==> src/rtl/prm_edge_scan_ctrl.sv <==
// -----------------------------------------------------------------------------
// prm_edge_scan_ctrl
//
// Sequencer for the PRM edge obstacle-check bank. A request latches a 15-bit
// obstacle vector. The block then sweeps edge indices 0..NUM_EDGES-1 through
// the external checker mux and collects the returned edge_mask bits into a
// small result FIFO. Results stream out under res_valid/res_ready. Issue is
// credit-limited, so the FIFO can never overflow. A one-cycle done pulse
// reports completion together with the blocked-edge count.
//
// Ports:
//   clk, rst              clock, synchronous active-high reset
//   req_valid/req_ready   scan request handshake (ready only in IDLE)
//   req_obs[14:0]         obstacle vector (bit 0 = A ... bit 14 = O)
//   abort                 cancel the running scan (SCAN/DRAIN only)
//   chk_valid/chk_idx     issue strobe and edge index to the checker bank
//   chk_obs[14:0]         latched obstacle vector, stable for the whole scan
//   chk_mask              edge_mask for the edge issued CHK_LAT cycles earlier
//   res_valid/res_ready   result stream handshake
//   res_idx/res_mask      result edge index and blocked flag
//   done                  one-cycle scan-complete pulse
//   blk_cnt               blocked edges in the last completed scan
//
// Configuration macro: PRM_BLK_CNT_EN
//   defined   -> the blocked-edge counter is built and reported on blk_cnt
//   undefined -> no counter logic, blk_cnt is tied to zero
// -----------------------------------------------------------------------------
module prm_edge_scan_ctrl #(
    parameter int NUM_EDGES  = 1024,
    parameter int IDX_W      = 10,
    parameter int CHK_LAT    = 2,
    parameter int FIFO_DEPTH = 4
) (
    input  logic             clk,
    input  logic             rst,
    input  logic             req_valid,
    output logic             req_ready,
    input  logic [14:0]      req_obs,
    input  logic             abort,
    output logic             chk_valid,
    output logic [IDX_W-1:0] chk_idx,
    output logic [14:0]      chk_obs,
    input  logic             chk_mask,
    output logic             res_valid,
    input  logic             res_ready,
    output logic [IDX_W-1:0] res_idx,
    output logic             res_mask,
    output logic             done,
    output logic [IDX_W:0]   blk_cnt
);

    localparam int PTR_W = $clog2(FIFO_DEPTH);
    localparam int CNT_W = $clog2(FIFO_DEPTH + 1);
    localparam int INF_W = $clog2(CHK_LAT + 2);
    localparam int SUM_W = $clog2(FIFO_DEPTH + CHK_LAT + 3) + 1;
    localparam logic [IDX_W-1:0] LAST_IDX = IDX_W'(NUM_EDGES - 1);

    typedef enum logic [1:0] {
        S_IDLE  = 2'd0,
        S_SCAN  = 2'd1,
        S_DRAIN = 2'd2,
        S_DONE  = 2'd3
    } state_t;

    state_t              r_state;
    logic                r_req_ready;
    logic                r_chk_valid;
    logic [IDX_W-1:0]    r_chk_idx;
    logic [14:0]         r_chk_obs;
    logic [IDX_W-1:0]    r_next_idx;
    logic                r_done;

    // Inflight pipe: stage k holds the issue made k+1 cycles ago.
    logic [CHK_LAT-1:0]  r_pipe_v;
    logic [IDX_W-1:0]    r_pipe_idx [CHK_LAT];

    // Result FIFO, entry = {idx, mask}
    logic [IDX_W:0]      r_mem [FIFO_DEPTH];
    logic [PTR_W-1:0]    r_wr_ptr;
    logic [PTR_W-1:0]    r_rd_ptr;
    logic [CNT_W-1:0]    r_count;

    logic                w_abort;
    logic                w_accept;
    logic                w_push;
    logic [IDX_W-1:0]    w_push_idx;
    logic                w_pop;
    logic [INF_W-1:0]    w_inflight;
    logic [SUM_W-1:0]    w_used;
    logic [SUM_W-1:0]    w_limit;
    logic                w_can_issue;
    logic                w_to_done;

    assign w_abort    = abort && ((r_state == S_SCAN) || (r_state == S_DRAIN));
    assign w_accept   = (r_state == S_IDLE) && req_valid;
    assign w_push     = r_pipe_v[CHK_LAT-1];
    assign w_push_idx = r_pipe_idx[CHK_LAT-1];
    assign w_pop      = (r_count != {CNT_W{1'b0}}) && res_ready;

    // Outstanding work: the issue register plus every live pipe stage.
    always_comb begin
        w_inflight = INF_W'(r_chk_valid);
        for (int k = 0; k < CHK_LAT; k++) begin
            w_inflight = w_inflight + INF_W'(r_pipe_v[k]);
        end
    end

    // Credit check. Every issued edge reserves a FIFO slot until it is popped;
    // a pop happening on this same edge frees its slot in time for a new issue,
    // which is what sustains one issue per cycle while the consumer keeps up.
    assign w_used      = SUM_W'(r_count) + SUM_W'(w_inflight);
    assign w_limit     = SUM_W'(FIFO_DEPTH) + SUM_W'(w_pop);
    assign w_can_issue = (w_used < w_limit);

    assign w_to_done = (r_state == S_DRAIN) && !abort &&
                       (w_inflight == {INF_W{1'b0}}) && (r_count == {CNT_W{1'b0}});

    // Scan FSM with registered handshake, issue and completion outputs.
    always_ff @(posedge clk) begin
        if (rst) begin
            r_state     <= S_IDLE;
            r_req_ready <= 1'b1;
            r_chk_valid <= 1'b0;
            r_chk_idx   <= {IDX_W{1'b0}};
            r_chk_obs   <= 15'd0;
            r_next_idx  <= {IDX_W{1'b0}};
            r_done      <= 1'b0;
        end else begin
            r_chk_valid <= 1'b0;
            r_done      <= 1'b0;
            case (r_state)
                S_IDLE: begin
                    if (req_valid) begin
                        r_chk_obs   <= req_obs;
                        r_next_idx  <= {IDX_W{1'b0}};
                        r_req_ready <= 1'b0;
                        r_state     <= S_SCAN;
                    end else begin
                        r_req_ready <= 1'b1;
                    end
                end
                S_SCAN: begin
                    if (abort) begin
                        r_req_ready <= 1'b1;
                        r_state     <= S_IDLE;
                    end else if (w_can_issue) begin
                        r_chk_valid <= 1'b1;
                        r_chk_idx   <= r_next_idx;
                        r_next_idx  <= r_next_idx + {{(IDX_W-1){1'b0}}, 1'b1};
                        if (r_next_idx == LAST_IDX) begin
                            r_state <= S_DRAIN;
                        end else begin
                            r_state <= S_SCAN;
                        end
                    end else begin
                        r_state <= S_SCAN;
                    end
                end
                S_DRAIN: begin
                    if (abort) begin
                        r_req_ready <= 1'b1;
                        r_state     <= S_IDLE;
                    end else if (w_to_done) begin
                        r_done  <= 1'b1;
                        r_state <= S_DONE;
                    end else begin
                        r_state <= S_DRAIN;
                    end
                end
                S_DONE: begin
                    r_req_ready <= 1'b1;
                    r_state     <= S_IDLE;
                end
                default: begin
                    r_req_ready <= 1'b1;
                    r_state     <= S_IDLE;
                end
            endcase
        end
    end

    // Inflight valid/index shift register; abort kills every pending result.
    always_ff @(posedge clk) begin
        if (rst) begin
            r_pipe_v <= {CHK_LAT{1'b0}};
            for (int k = 0; k < CHK_LAT; k++) begin
                r_pipe_idx[k] <= {IDX_W{1'b0}};
            end
        end else if (w_abort) begin
            r_pipe_v <= {CHK_LAT{1'b0}};
        end else begin
            r_pipe_v[0]   <= r_chk_valid;
            r_pipe_idx[0] <= r_chk_idx;
            for (int k = 1; k < CHK_LAT; k++) begin
                r_pipe_v[k]   <= r_pipe_v[k-1];
                r_pipe_idx[k] <= r_pipe_idx[k-1];
            end
        end
    end

    // Result FIFO: pipe tail pushes, consumer pops; abort empties it.
    always_ff @(posedge clk) begin
        if (rst) begin
            r_wr_ptr <= {PTR_W{1'b0}};
            r_rd_ptr <= {PTR_W{1'b0}};
            r_count  <= {CNT_W{1'b0}};
            for (int k = 0; k < FIFO_DEPTH; k++) begin
                r_mem[k] <= {(IDX_W+1){1'b0}};
            end
        end else if (w_abort) begin
            r_wr_ptr <= {PTR_W{1'b0}};
            r_rd_ptr <= {PTR_W{1'b0}};
            r_count  <= {CNT_W{1'b0}};
        end else begin
            if (w_push) begin
                r_mem[r_wr_ptr] <= {w_push_idx, chk_mask};
                r_wr_ptr        <= r_wr_ptr + {{(PTR_W-1){1'b0}}, 1'b1};
            end
            if (w_pop) begin
                r_rd_ptr <= r_rd_ptr + {{(PTR_W-1){1'b0}}, 1'b1};
            end
            if (w_push && !w_pop) begin
                r_count <= r_count + {{(CNT_W-1){1'b0}}, 1'b1};
            end else if (!w_push && w_pop) begin
                r_count <= r_count - {{(CNT_W-1){1'b0}}, 1'b1};
            end else begin
                r_count <= r_count;
            end
        end
    end

`ifdef PRM_BLK_CNT_EN
    logic [IDX_W:0] r_blk_run;
    logic [IDX_W:0] r_blk_cnt;

    // Running blocked count for the current scan; published only on completion.
    always_ff @(posedge clk) begin
        if (rst) begin
            r_blk_run <= {(IDX_W+1){1'b0}};
            r_blk_cnt <= {(IDX_W+1){1'b0}};
        end else begin
            if (w_accept) begin
                r_blk_run <= {(IDX_W+1){1'b0}};
            end else if (w_push && chk_mask) begin
                r_blk_run <= r_blk_run + {{IDX_W{1'b0}}, 1'b1};
            end else begin
                r_blk_run <= r_blk_run;
            end
            if (w_to_done) begin
                r_blk_cnt <= r_blk_run;
            end else begin
                r_blk_cnt <= r_blk_cnt;
            end
        end
    end

    assign blk_cnt = r_blk_cnt;
`else
    assign blk_cnt = {(IDX_W+1){1'b0}};
`endif

    assign req_ready = r_req_ready;
    assign chk_valid = r_chk_valid;
    assign chk_idx   = r_chk_idx;
    assign chk_obs   = r_chk_obs;
    assign res_valid = (r_count != {CNT_W{1'b0}});
    assign res_idx   = r_mem[r_rd_ptr][IDX_W:1];
    assign res_mask  = r_mem[r_rd_ptr][0];
    assign done      = r_done;

endmodule

==> config.mk <==
export PLATFORM = sky130hd
export DESIGN_NAME = prm_edge_scan_ctrl
export DESIGN_NICKNAME = d
export VERILOG_FILES = /design/src/rtl/prm_edge_scan_ctrl.sv
export SDC_FILE = /design/constraint.sdc
export NUM_CORES = 1
export LEC_CHECK = 0
export ABC_CLOCK_PERIOD_IN_PS = 4350
export BUFFER_PORTS_ARGS = -buffer_cell sky130_fd_sc_hd__buf_4
export CORE_MARGIN = 2
export CORE_UTILIZATION = 35
export DETAILED_ROUTE_END_ITERATION = 16
export PLACE_DENSITY = 0.63
export SKIP_CTS_REPAIR_TIMING = 1
export SYNTH_ARGS = -nofsm -noshare
export SYNTH_HDL_FRONTEND = slang
export SYNTH_SLANG_ARGS = --single-unit
==> constraint.sdc <==
create_clock -name clk -period 4.35 [get_ports clk]
set_input_delay 0.87 -clock clk [delete_from_list [all_inputs] [get_ports clk]]
set_output_delay 0.87 -clock clk [all_outputs]
set_load 0.02 [all_outputs]
==> results.py <==
metrics = {
    "floorplan": {
        "dieArea_um2": 15200,
        "io_pins": 72,
        "die_h_um": 123,
        "core_region_area_um2": 13900,
        "rows": 43,
        "initial_utilization_pct": 35.8,
        "fp.dieW_um": 123,
    },
    "placement": {
        "hpwl_mm": 6.63,
        "post-place-ws_ns": 1.15,
        "place_congestion": 0.806,
        "io_buffers": 60,
    },
    "timing": {
        "setup_slack_ns": 1.11,
        "worstMarginPinSlew_ns": 0.777,
        "setup_viol": 0,
        "drv_slew": 0,
        "hold_violations": 0,
        "fmax_mhz": 308,
        "slew_headroom_pct": 48.1,
        "fin_crit_sh_pct": 74.6,
        "fin_worst_skew_ns": 0.00631,
        "fin_tns_setup_ns": 0,
        "rsz0062_at_grt": "false",
        "finalCriticalPeriod_ns": 3.24,
    },
    "global_routing": {
        "grt_max_degree": 44,
        "grt_pass1_wl_mm": 16.3,
        "track_usage_pct": 14.4,
        "antenna_found_initial": 0,
        "gr-total-overflow": 0,
        "grt_pass1_vias": 3275,
    },
    "clock_network": {
        "clock-sinks": 115,
        "clk_pin_slew_ns": 0.05,
        "cts_buffers": 17,
        "root_buffer": "clkbuf_16",
        "clk_path_buf_depth": 2,
        "cts_max_level": 4,
        "insertion_delay_ns": 0.41,
        "tritoncts": "yes",
    },
    "layout": {
        "syn_to_final_growth_pct": 24.4,
        "insertedDiodeCount": 0,
        "drive_gt1_share_pct": 22.5,
        "finalNetCount": 512,
    },
    "critical_path": {
        "worst_ep_required_time_ns": 4.69,
        "r2r_end": "r_next_idx[7]",
        "start_kind": "flop",
        "crit_fanout": 17,
        "crit_chain": "fa_1 -> ha_1 -> inv_1 -> fa_1 -> nand2b_1 -> o211a_4 -> or2_1 -> or4_1 -> a21oi_1",
        "r2r_cells": 9,
        "r2r_start": "r_pipe_v[1]",
        "slowest_stage": "fa_1",
        "end_kind": "flop",
        "crit_path_frequent_cell": "fa_1",
        "max_stage_delay_ns": 0.61,
        "crit_type": "reg -> reg",
        "ff2ff_setup_slack_ns": 1.11,
        "crit_arrival_ns": 3.58,
    },
    "synth": {
        "yosys_warnings": 0,
        "syn_area_um2": 4970,
        "synth_cell_type_count": 49,
        "synth_seq_area_share_pct": 59.2,
        "synth.ff_latch_count": 115,
        "syn_inst": 417,
        "yosys_most_used_dff": "edfxtp_1",
        "synthArstFlopShare_pct": 0,
        "synth_area_per_cell_um2": 11.9,
        "synth-edff-count": 64,
    },
    "route": {
        "drtIter0Drc": 181,
        "firstDrtPassIters": 4,
        "drc": 0,
        "num_vias": 3198,
        "drt_wl_total_mm": 10.0,
        "drtAntennaViolNets": 0,
        "routedWlPerCell_um": 14.9,
        "via_per_inst": 4.75,
    },
    "run_status": {
        "status": "finished clean",
    },
    "hold_path": {
        "whs_path_depth": 2,
        "hold_path_end": "chk_obs[3]",
        "hold_path_startpoint": "chk_obs[3]",
        "hold_class": "reg -> reg",
    },
    "power": {
        "ir_drop_uv": 265,
        "leakage_nw": 2.54,
        "report.power.total_w": 0.00319,
        "p_per_area_nw_per_um2": 516,
    },
    "flow_run": {
        "max_cap_violations": 0,
    },
}
-- how the worst max path moves through the flow --
stage / endpoint / cells past startpoint / start
after floorplan: r_next_idx[7] / 10 / chk_valid
after global placement: r_next_idx[7] / 9 / r_pipe_v[1]
after detailed placement: r_next_idx[7] / 9 / r_pipe_v[1]
after CTS: r_next_idx[7] / 9 / r_pipe_v[1]
after global routing: r_next_idx[7] / 9 / r_pipe_v[1]
final: r_next_idx[7] / 9 / r_pipe_v[1]
-- per-stage QoR --
step | cells | hold slack (ns) | instance area, um2 | utilization, %
2_1_floorplan | 427 | 0.459 | 5010 | -
3_3_place_gp | 641 | 0.443 | 5550 | 40.0
3_5_place_dp | 641 | 0.449 | 5550 | 40.0
4_1_cts | 673 | 0.456 | 6180 | 44.5
5_1_grt | 673 | 0.473 | 6180 | 44.5
6_report | 673 | 0.455 | 6180 | 44.5
-- cells in the final DEF (no fill, tap or decap), drive strengths merged, types with 6 or more instances in the layout --
cell    Yosys  routed
dfxtp      51      51
nor2       28      28
inv         9       9
and2       56      56
xnor2       7       7
ha          8       8
mux2i      11      11
nand2      42      42
and3       11      11
mux4       11      11
nand2b      6       6
a21oi      21      21
edfxtp     64      64
clkbuf     16      22
conb        1      11
buf        15      65
or2         6       6
-- synth_stat cells (2+ instances only) --
library cell  count  area [um2]
o21ai_0           3        15.0
mux4_2           11         248
o31ai_1           3        22.5
a21oi_1          21         105
clkbuf_1         16        60.1
mux2i_1          11         110
nor2b_1           2        12.5
o211ai_1          3        22.5
inv_1             9        33.8
nor3_1            4        20.0
ha_1              8         100
nand2b_1          6        37.5
and2_1           56         350
nand2_1          42         158
xnor2_1           7        61.3
nor3b_1           2        15.0
dfxtp_1          51        1020
xor2_1            4        35.0
edfxtp_1         64        1920
and3_1           11        68.8
fa_1              3        60.1
or4_1             3        22.5
buf_4            11        82.6
or3_1             4        25.0
buf_1             2        7.51
nor2_1           28         105
or2_2             5        31.3
nand3_1           5        25.0
and4_1            2        17.5
-- routing by layer --
layer | part of all wire [%] | up-vias | track usage, %
met5 | 0 | - | 0
met4 | 1.5 | 0 | 5.33
met3 | 5.4 | 15 | 5.03
met2 | 52 | 83 | 25.1
met1 | 42 | 1538 | 16.1
li1 | - | 1562 | -
-- cell families after synthesis --
kind of cell	Yosys count	share of synthesized area, %
other	1	0.0755
multiplexers	22	7.20
XOR/XNOR	11	1.94
flip-flops	115	59.2
buffers and inverters	40	4.03
AND/OR/NAND/NOR	179	19.3
AO/OA/AOI/OAI	38	5.01
adder cells (fa/ha/maj)	11	3.22
-- state kept, by name (all words and copies together), names as in the netlist, 2 cells and up, named ones only --
| signal | flops |
|---|---|
| r_rd_ptr | 2 |
| r_pipe_v | 2 |
| r_count | 3 |
| r_pipe_idx | 20 |
| chk_obs | 15 |
| chk_idx | 10 |
| r_next_idx | 10 |
| r_state | 2 |
| r_mem | 44 |
| r_wr_ptr | 2 |
-- layout make-up --
class / instances / area [um2]
Timing Repair Buffer: 65 / 488
Multi-Input combinational cell: 272 / 1860
Inverter: 9 / 33.8
Clock buffer: 22 / 444
Sequential cell: 115 / 2940
Clock inverter: 10 / 183
Tap cell: 180 / 225
Fill cell: 1275 / 7700
-- worst max-delay path: cells and delay by family (launching register included) --
family,cells,cell delay (ns)
compound gates,2,0.42
fa+ha+maj,3,1.28
buf+inv,1,0.06
flops,1,0.49
simple gates,3,0.93
-- where the power goes --
part	switching [W]	total, W	internal [W]
sequential	0.0000724	0.00128	0.00120
clock	0.000475	0.00149	0.00101
combinational	0.000231	0.000428	0.000197
No activity file was read; power rests on OpenSTA's default activity.
